### src/rtl/tone_sequencer.sv
// tone_sequencer: plays stored square-wave note sequences on the audio pin.
// Ports: clk, reset_n (async low); table write wr_en/wr_seq/wr_idx/wr_half;
//   control start/seq_sel/loop/stop; audio_out, audio_en, busy, done, note_idx.
module tone_sequencer #(
    parameter int CLOCK_FREQ = 50_000_000,
    parameter int NUM_SEQS   = 4,
    parameter int SEQ_LEN    = 8,
    parameter int HALF_W     = 20,
    parameter int NOTE_TICKS = 25_000_000,
    parameter int GAP_TICKS  = 2_500_000,
    localparam int SEL_W     = (NUM_SEQS > 1) ? $clog2(NUM_SEQS) : 1,
    localparam int IDX_W     = $clog2(SEQ_LEN)
) (
    input  logic              clk,
    input  logic              reset_n,
    input  logic              wr_en,
    input  logic [SEL_W-1:0]  wr_seq,
    input  logic [IDX_W-1:0]  wr_idx,
    input  logic [HALF_W-1:0] wr_half,
    input  logic              start,
    input  logic [SEL_W-1:0]  seq_sel,
    input  logic              loop,
    input  logic              stop,
    output logic              audio_out,
    output logic              audio_en,
    output logic              busy,
    output logic              done,
    output logic [IDX_W-1:0]  note_idx
);

    localparam int NC_W = $clog2(NOTE_TICKS);
    localparam logic [NC_W-1:0] PLAY_END = NC_W'(NOTE_TICKS - GAP_TICKS - 1);
    localparam logic [NC_W-1:0] NOTE_END = NC_W'(NOTE_TICKS - 1);
    localparam logic [IDX_W-1:0] LAST_IDX = IDX_W'(SEQ_LEN - 1);

    if (CLOCK_FREQ < 1 || NUM_SEQS < 1 || SEQ_LEN < 2 || NOTE_TICKS < 2 ||
        GAP_TICKS < 0 || GAP_TICKS >= NOTE_TICKS) begin : g_bad_param
        $error("tone_sequencer: illegal parameter combination");
    end

    typedef enum logic [1:0] {
        IDLE = 2'd0,
        PLAY = 2'd1,
        GAP  = 2'd2
    } state_t;

    logic [HALF_W-1:0] tbl [NUM_SEQS][SEQ_LEN];

    state_t            state, state_n;
    logic [IDX_W-1:0]  idx_n;
    logic [NC_W-1:0]   nc, nc_n;
    logic [HALF_W-1:0] hc, hc_n;
    logic [HALF_W-1:0] half, half_n;
    logic              tone, tone_n;
    logic              done_q, done_n;
    logic [SEL_W-1:0]  seq_q, seq_n;
    logic              loop_q, loop_n;
    logic              advance;

    // The note table is deliberately outside reset; the host fills it.
    always_ff @(posedge clk) begin
        if (wr_en && (int'(wr_seq) < NUM_SEQS)) begin
            tbl[wr_seq][wr_idx] <= wr_half;
        end
    end

    always_ff @(posedge clk or negedge reset_n) begin
        if (!reset_n) begin
            state    <= IDLE;
            note_idx <= '0;
            nc       <= '0;
            hc       <= '0;
            half     <= '0;
            tone     <= 1'b0;
            done_q   <= 1'b0;
            seq_q    <= '0;
            loop_q   <= 1'b0;
        end else begin
            state    <= state_n;
            note_idx <= idx_n;
            nc       <= nc_n;
            hc       <= hc_n;
            half     <= half_n;
            tone     <= tone_n;
            done_q   <= done_n;
            seq_q    <= seq_n;
            loop_q   <= loop_n;
        end
    end

    always_comb begin
        state_n = state;
        idx_n   = note_idx;
        nc_n    = nc;
        hc_n    = hc;
        half_n  = half;
        tone_n  = tone;
        done_n  = 1'b0;
        seq_n   = seq_q;
        loop_n  = loop_q;
        advance = 1'b0;

        unique case (state)
            IDLE: begin
                if (start && !stop) begin
                    seq_n   = seq_sel;
                    loop_n  = loop;
                    idx_n   = '0;
                    half_n  = tbl[seq_sel][IDX_W'(0)];
                    nc_n    = '0;
                    hc_n    = '0;
                    tone_n  = 1'b0;
                    state_n = PLAY;
                end
            end
            PLAY: begin
                nc_n = nc + 1'b1;
                if (half != '0) begin
                    if (hc == half - 1'b1) begin
                        hc_n   = '0;
                        tone_n = ~tone;
                    end else begin
                        hc_n = hc + 1'b1;
                    end
                end else begin
                    tone_n = 1'b0;
                end
                if (nc == PLAY_END) begin
                    if (GAP_TICKS > 0) begin
                        state_n = GAP;
                        tone_n  = 1'b0;
                        hc_n    = '0;
                    end else begin
                        advance = 1'b1;
                    end
                end
            end
            GAP: begin
                tone_n = 1'b0;
                nc_n   = nc + 1'b1;
                if (nc == NOTE_END) begin
                    advance = 1'b1;
                end
            end
            default: begin
                state_n = IDLE;
            end
        endcase

        // The next note is read from the table only here, so table writes
        // never disturb the note already sounding.
        if (advance) begin
            nc_n   = '0;
            hc_n   = '0;
            tone_n = 1'b0;
            if (note_idx == LAST_IDX && !loop_q) begin
                state_n = IDLE;
                idx_n   = '0;
                done_n  = 1'b1;
            end else begin
                idx_n   = note_idx + 1'b1;
                half_n  = tbl[seq_q][idx_n];
                state_n = PLAY;
            end
        end

        if (stop && state != IDLE) begin
            state_n = IDLE;
            idx_n   = '0;
            tone_n  = 1'b0;
            hc_n    = '0;
            nc_n    = '0;
            done_n  = 1'b0;
        end
    end

    assign audio_out = tone;
    assign busy      = (state != IDLE);
    assign audio_en  = busy;
    assign done      = done_q;

endmodule
### config.mk
export PLATFORM = sky130hd
export DESIGN_NAME = tone_sequencer
export DESIGN_NICKNAME = d
export VERILOG_FILES = /design/src/rtl/tone_sequencer.sv
export SDC_FILE = /design/constraint.sdc
export NUM_CORES = 1
export LEC_CHECK = 0
export CAP_MARGIN = 40
export CORE_ASPECT_RATIO = 0.9
export CORE_MARGIN = 2
export CORE_UTILIZATION = 55
export CTS_CLUSTER_DIAMETER = 120
export DETAILED_ROUTE_END_ITERATION = 8
export PLACE_DENSITY = 0.71
export RECOVER_POWER = 100
export SLEW_MARGIN = 10
export SYNTH_ARGS = -nofsm -noshare
export SYNTH_HDL_FRONTEND = slang
export SYNTH_SLANG_ARGS = --single-unit
### constraint.sdc
create_clock -name clk -period 3.2 [get_ports clk]
set_input_delay 0.64 -clock clk [delete_from_list [all_inputs] [get_ports clk]]
set_output_delay 0.64 -clock clk [all_outputs]
set_load 0.01 [all_outputs]
==> results.py, run 1 <==
metrics = {
    "run_status": {
        "status": "finished, violations left",
        "violations": "max-capacitance violations, max-slew violations",
    },
    "synthesis": {
        "synth-seq-cells": 715,
        "syn-num-nets": 1600,
        "seq_area_frac_synth": 0.7100,
        "syn_inst": 1558,
        "netlist_area_um2": 29710,
        "yosys.area.top_type": "edfxtp_1",
        "ys.flop_type": "edfxtp_1",
        "synth-edff-count": 640,
        "synthArstFlopShare": 0.1049,
        "yosysWarnings": 0,
        "synth_cell_type_count": 66,
        "avgSynthCellArea_um2": 19.07,
        "yosysTopAreaCellShare": 0.6468,
        "yosys-top-cells-area": "edfxtp_1 65%, mux4_2 16%, dfrtp_1 6.3%",
    },
    "clock_network": {
        "root_buffer": "clkbuf_16",
        "path_clk_slew_ns": 0.06,
        "postCtsSetupBuffers": 0,
        "h-tree-depth": 3,
        "cts_buffer_depth": 3,
        "cts-resized-gates": 0,
        "numCtsBuffers": 72,
        "cts_tree": "built",
        "clk_latency_ns": 0.62,
        "cts_hold_buf": 0,
        "clock-sinks": 715,
    },
    "route": {
        "num_vias": 15610,
        "ant_nets": 0,
        "wl_mm": 65.42,
        "avgViaCountPerCell": 6.402,
        "drc_errors": 0,
        "wire_per_inst_um": 26.84,
        "dr.pass1.iters": 5,
        "drt_iter0_drc": 1607,
    },
    "sta": {
        "finalCriticalPeriod_ns": 3.062,
        "final_hold_viol_count": 0,
        "max_freq_ghz": 0.3266,
        "tightest_slew_ns": 1.549,
        "post-route-period-util": 0.9569,
        "setup_ws_ns": 0.1379,
        "setup_tns_ns": 0,
        "finClkSkew_ns": 0.02180,
        "setup_viol": 0,
        "fin_hold_ws_ns": 0.4086,
        "timing.slew.headroom": -0.03293,
        "drv_slew": 134,
        "rsz0062_at_grt": "no",
    },
    "setup_path": {
        "startpoint_type": "flip-flop",
        "critPathKind": "flip-flop to flip-flop",
        "cp_num_buf_inv": 2,
        "crit_arrival_ns": 3.53,
        "required_ns": 3.66,
        "worst_path_max_delay_cell": "or4_1",
        "crit_path_max_incr_delay_ns": 0.67,
        "path_cells": "inv_1, ha_1, nand2b_1, or4_1, or4_1, nor2_1, buf_12, o22ai_1, a22oi_1",
        "worstPathMaxFanout": 34,
        "path_delay_family": "simple AND/OR/NAND/NOR gates",
        "reg2reg_slack_ns": 0.14,
        "end_kind": "flip-flop",
        "crit_path_frequent_cell": "or4_1",
    },
    "grt": {
        "grt_pass1_vias": 15790,
        "grt_use_total": 0.2412,
        "grt_max_degree": 59,
        "grt_pass1_wl_mm": 98.90,
        "grt_overflow": 0,
        "antenna_found_initial": 1,
    },
    "floorplanning": {
        "die_w_um": 249.0,
        "die_area_um2": 55900,
        "die_h_um": 224.5,
        "start_util": 0.5590,
        "io_pins": 40,
        "core_area_um2": 53150,
        "rows": 80,
    },
    "power": {
        "p_per_area_nw_per_um2": 745.1,
        "p_leak_uw": 0.01070,
        "vdd_drop_max_v": 0.0004928,
    },
    "cells_and_area": {
        "stdcell_count": 2438,
        "syn_to_final_growth_pct": 12.92,
        "final_common_cell": "edfxtp_1",
        "final_cell_mix": "640 x edfxtp_1, 214 x mux4_2, 74 x clkbuf_16",
        "drive_gt1_frac": 0.2453,
        "num_antenna_cells": 0,
        "fin_nets": 1732,
        "final_cell_area_um2": 33550,
    },
    "place": {
        "port_buffers": 39,
        "hpwl_mm": 39.55,
        "dp.cells": 2310,
        "post_dp_cell_area_um2": 31640,
        "place.gp.congestion": 0.8676,
        "place_ws_ns": 0.2260,
    },
    "min_path": {
        "hp-class": "primary input to async pin",
    },
    "run": {
        "maxCapViolations": 4,
    },
}
==> per-layer routing <==
layer,part of all wire,vias up,track usage
met3,0.078,140,0.04629
met1,0.42,8173,0.3489
li1,-,6666,-
met5,0,-,0
met4,0.026,0,0.07468
met2,0.48,629,0.3791
==> metrics by stage <==
stage / utilization / total power [uW]
floorplan: - / 15450
global placement: 0.5953 / 17280
detailed placement: 0.5953 / 17380
CTS: 0.6367 / 25270
global route: 0.6312 / 26010
finish: 0.6312 / 25000
==> power by group <==
group / internal (uW) / total [uW] / switching (uW) / leakage, uW
combinational: 3120 / 6220 / 3090 / 0.00287
clock: 4450 / 7900 / 3450 / 0.00107
sequential: 10500 / 10900 / 417 / 0.00676
total: 18000 / 25000 / 6960 / 0.0107
==> path summary, 6_finish.rpt <==
kind                           from           to  cells after the start
max reg2reg                state[0]     half[11]                      9
max                        state[0]     half[11]                      9
max in group asynchronous   reset_n  note_idx[1]                      2
min in group clk             nc[24]       nc[24]                      1
min reg2reg                  nc[24]       nc[24]                      1
min                         reset_n     seq_q[1]                      1
==> cell type report <==
type	count	area [um2]
Inverter	13	48.80
Multi-Input combinational cell	746	8264
Clock buffer	102	1997
Tap cell	697	872.1
Fill cell	3629	19600
Timing Repair Buffer	142	1064
Clock inverter	23	202.7
Sequential cell	715	21100
==> synth_stat cells, types with 9 or more instances <==
cell        n
ha_1        9
nand2_1    64
nor3_1     10
dfrtp_1    75
mux2i_1    22
nand4_1    15
o21ai_0    43
nor2_1     65
buf_1      13
nand3_1    33
nor2b_1    23
mux2_2     16
xor2_1     19
nor2_2     11
a211oi_1   15
o31ai_1    10
and3_1     15
nand2b_1   10
xnor2_1    23
buf_2      16
mux4_2    214
a21oi_1    31
nor4_1     12
inv_1      13
edfxtp_1  640
clkbuf_1   52
==> state kept, by name (all words and copies together), names as in the netlist, 2 cells and up <==
signal and count:
seq_q 2, nc 25, half 20, note_idx 3, state 2, tbl 640
hc 20
==> cells by family after synthesis <==
| family | Yosys count | synth area share |
|---|---|---|
| DFF | 715 | 0.7100 |
| and+or+nand+nor | 302 | 0.05437 |
| muxes | 252 | 0.1757 |
| AOI/OAI and AO/OA | 141 | 0.03020 |
| buffers and inverters | 97 | 0.01356 |
| xor gates and xnor gates | 42 | 0.01238 |
| adders and majority gates | 9 | 0.003790 |
Note: power is estimated with default switching activity, not from simulation.
==> inputs of run 2 (changes only) <==
- CORE_MARGIN: 2 -> 4
- CTS_BUF_LIST: not set -> sky130_fd_sc_hd__clkbuf_8
- REMOVE_ABC_BUFFERS: not set -> 1
==> run 2 against run 1 <==
- the flow still finishes with violations (max-capacitance violations, max-slew violations)
- clock skew up 0.011 ns
- core utilization down 0.47 points
- worst setup slack better by 0.096 ns
- fmax up 3.2%
- die area up 3.4%
==> results.py, run 2 (synthesized netlist as in run 1, its figures left out) <==
metrics = {
    "route": {
        "drt_iter0_drc": 1734,
        "wire_per_inst_um": 26.23,
        "num_vias": 15800,
        "dr.pass1.iters": 5,
        "wl_mm": 65.86,
        "ant_nets": 0,
        "drc_errors": 0,
        "avgViaCountPerCell": 6.292,
    },
    "power": {
        "p_leak_uw": 0.01077,
        "p_per_area_nw_per_um2": 715.0,
        "vdd_drop_max_v": 0.0004379,
    },
    "cells_and_area": {
        "largest_reg_flops": 640,
        "post-route-util": 0.6265,
        "reg_top3": "tbl: 640 flops, nc: 25 flops",
        "fin_nets": 1771,
        "num_antenna_cells": 0,
        "syn_to_final_growth_pct": 12.28,
        "final_common_cell": "edfxtp_1",
        "drive_gt1_frac": 0.2536,
        "stdcell_count": 2511,
        "final_cell_mix": "640 x edfxtp_1, 214 x mux4_2, 111 x clkbuf_8",
        "top_register": "tbl",
    },
    "sta": {
        "finClkSkew_ns": 0.03284,
        "rsz0062_at_grt": "no",
        "fin_hold_ws_ns": 0.4843,
        "setup_viol": 0,
        "post-route-period-util": 0.9270,
        "setup_tns_ns": 0,
        "drv_slew": 494,
        "finalCriticalPeriod_ns": 2.966,
        "max_freq_ghz": 0.3371,
        "tightest_slew_ns": 1.765,
        "setup_ws_ns": 0.2337,
        "timing.slew.headroom": -0.1769,
        "final_hold_viol_count": 0,
    },
    "setup_path": {
        "path_cells": "buf_6, clkdlybuf4s50_1",
        "critPathKind": "flip-flop to output port",
        "cp_num_buf_inv": 2,
        "worstPathMaxFanout": 49,
        "crit_path_max_incr_delay_ns": 0.67,
        "path_delay_family": "buffers and inverters",
        "worst_path_max_delay_cell": "clkdlybuf4s50_1",
        "end_kind": "output port",
        "required_ns": 2.56,
        "crit_arrival_ns": 2.33,
        "startpoint_type": "flip-flop",
    },
    "grt": {
        "grt_use_total": 0.2324,
        "grt_max_degree": 61,
        "antenna_found_initial": 2,
        "grt_overflow": 0,
        "grt_pass1_wl_mm": 100.5,
        "grt_pass1_vias": 16170,
    },
    "floorplanning": {
        "io_pins": 40,
        "rows": 80,
        "die_area_um2": 57810,
        "die_h_um": 228.5,
        "die_w_um": 253.0,
        "core_area_um2": 53250,
        "start_util": 0.5579,
    },
    "clock_network": {
        "root_buffer": "clkbuf_8",
        "path_clk_slew_ns": 0.06,
        "cts_buffer_depth": 3,
        "h-tree-depth": 3,
        "numCtsBuffers": 107,
        "cts_tree": "built",
        "clock-sinks": 715,
        "clk_latency_ns": 0.71,
    },
    "place": {
        "place_ws_ns": 0.2243,
        "dp.cells": 2310,
        "place.gp.congestion": 0.9103,
        "hpwl_mm": 39.19,
        "port_buffers": 39,
    },
    "run": {
        "maxCapViolations": 23,
    },
    "run_status": {
        "status": "finished, violations left",
        "violations": "max-capacitance violations, max-slew violations",
    },
    "min_path": {
        "hp-class": "flip-flop to flip-flop",
    },
}
[run 2: changes by cell type in the layout (fill, tap and decap cells not counted), sizes merged]
cell	change
inv	+38
clkdlybuf4s50	+1
clkinvlp	+1
buf	+15
clkinv	+21
clkbuf	-3
[run 2: metal layers]
layer	GRT usage	wire, um
met1	0.3400	27200
met2	0.3664	32020
met3	0.04961	5351
met4	0.05757	1271
met5	0	13
[run 2: path summary, 6_finish.rpt]
| kind | end | cells past startpoint | startpoint | slack (ns) |
|---|---|---|---|---|
| worst max-delay path | note_idx[0] | 2 | note_idx[0] | 0.23 |
| worst min-delay path | nc[24] | 1 | nc[24] | 0.48 |
| worst max register to register | hc[2] | 8 | half[12] | 0.26 |
| worst min register to register | nc[24] | 1 | nc[24] | 0.48 |
| max in group asynchronous | seq_q[0] | 3 | reset_n | 1.68 |
| min in group asynchronous | half[9] | 2 | reset_n | 0.66 |
[run 2: report_power, final]
group | total [uW] | internal (uW) | leakage (uW) | switching (uW)
Sequential | 10900 | 10500 | 0.00676 | 431
Combinational | 6270 | 3230 | 0.00290 | 3040
Clock | 6690 | 3300 | 0.00111 | 3390
[run 2: layout make-up]
cell class | instances | area, um2
clock buffer | 111 | 1528
clock inverter | 83 | 385.4
timing repair buffer | 146 | 1154
inverter | 13 | 48.80
tap | 697 | 872.1
multi-input combinational | 746 | 8269
sequential | 715 | 21100
fill | 3687 | 19890
[run 2: worst register-to-register path, cell delays in order (launching register included)]
cell and delay [ns]:
dfrtp_1 0.44, nor4_2 0.51, nand4_1 0.27, or4_1 0.52
o311a_1 0.14, a21oi_1 0.26, and4_1 0.37, nor3_1 0.09
a22o_1 0.21
[run 2: per-stage QoR]
stage | cell area, um2 | power (uW)
global placement | 31560 | 17280
detailed placement | 31660 | 17380
global route | 33360 | 25030
finish | 33360 | 23850
CTS | 33590 | 24060
floorplan | 29360 | 15050
[run 2: timing repair]
| action | in CTS | in global routing |
|---|---|---|
| setup endpoints to repair | 0 | 1 |
| setup buffers | 0 | 3 |
| endpoints found under the hold margin | 15 | 0 |
| hold buffers | 1 | 0 |
| gates resized for setup | 0 | 0 |
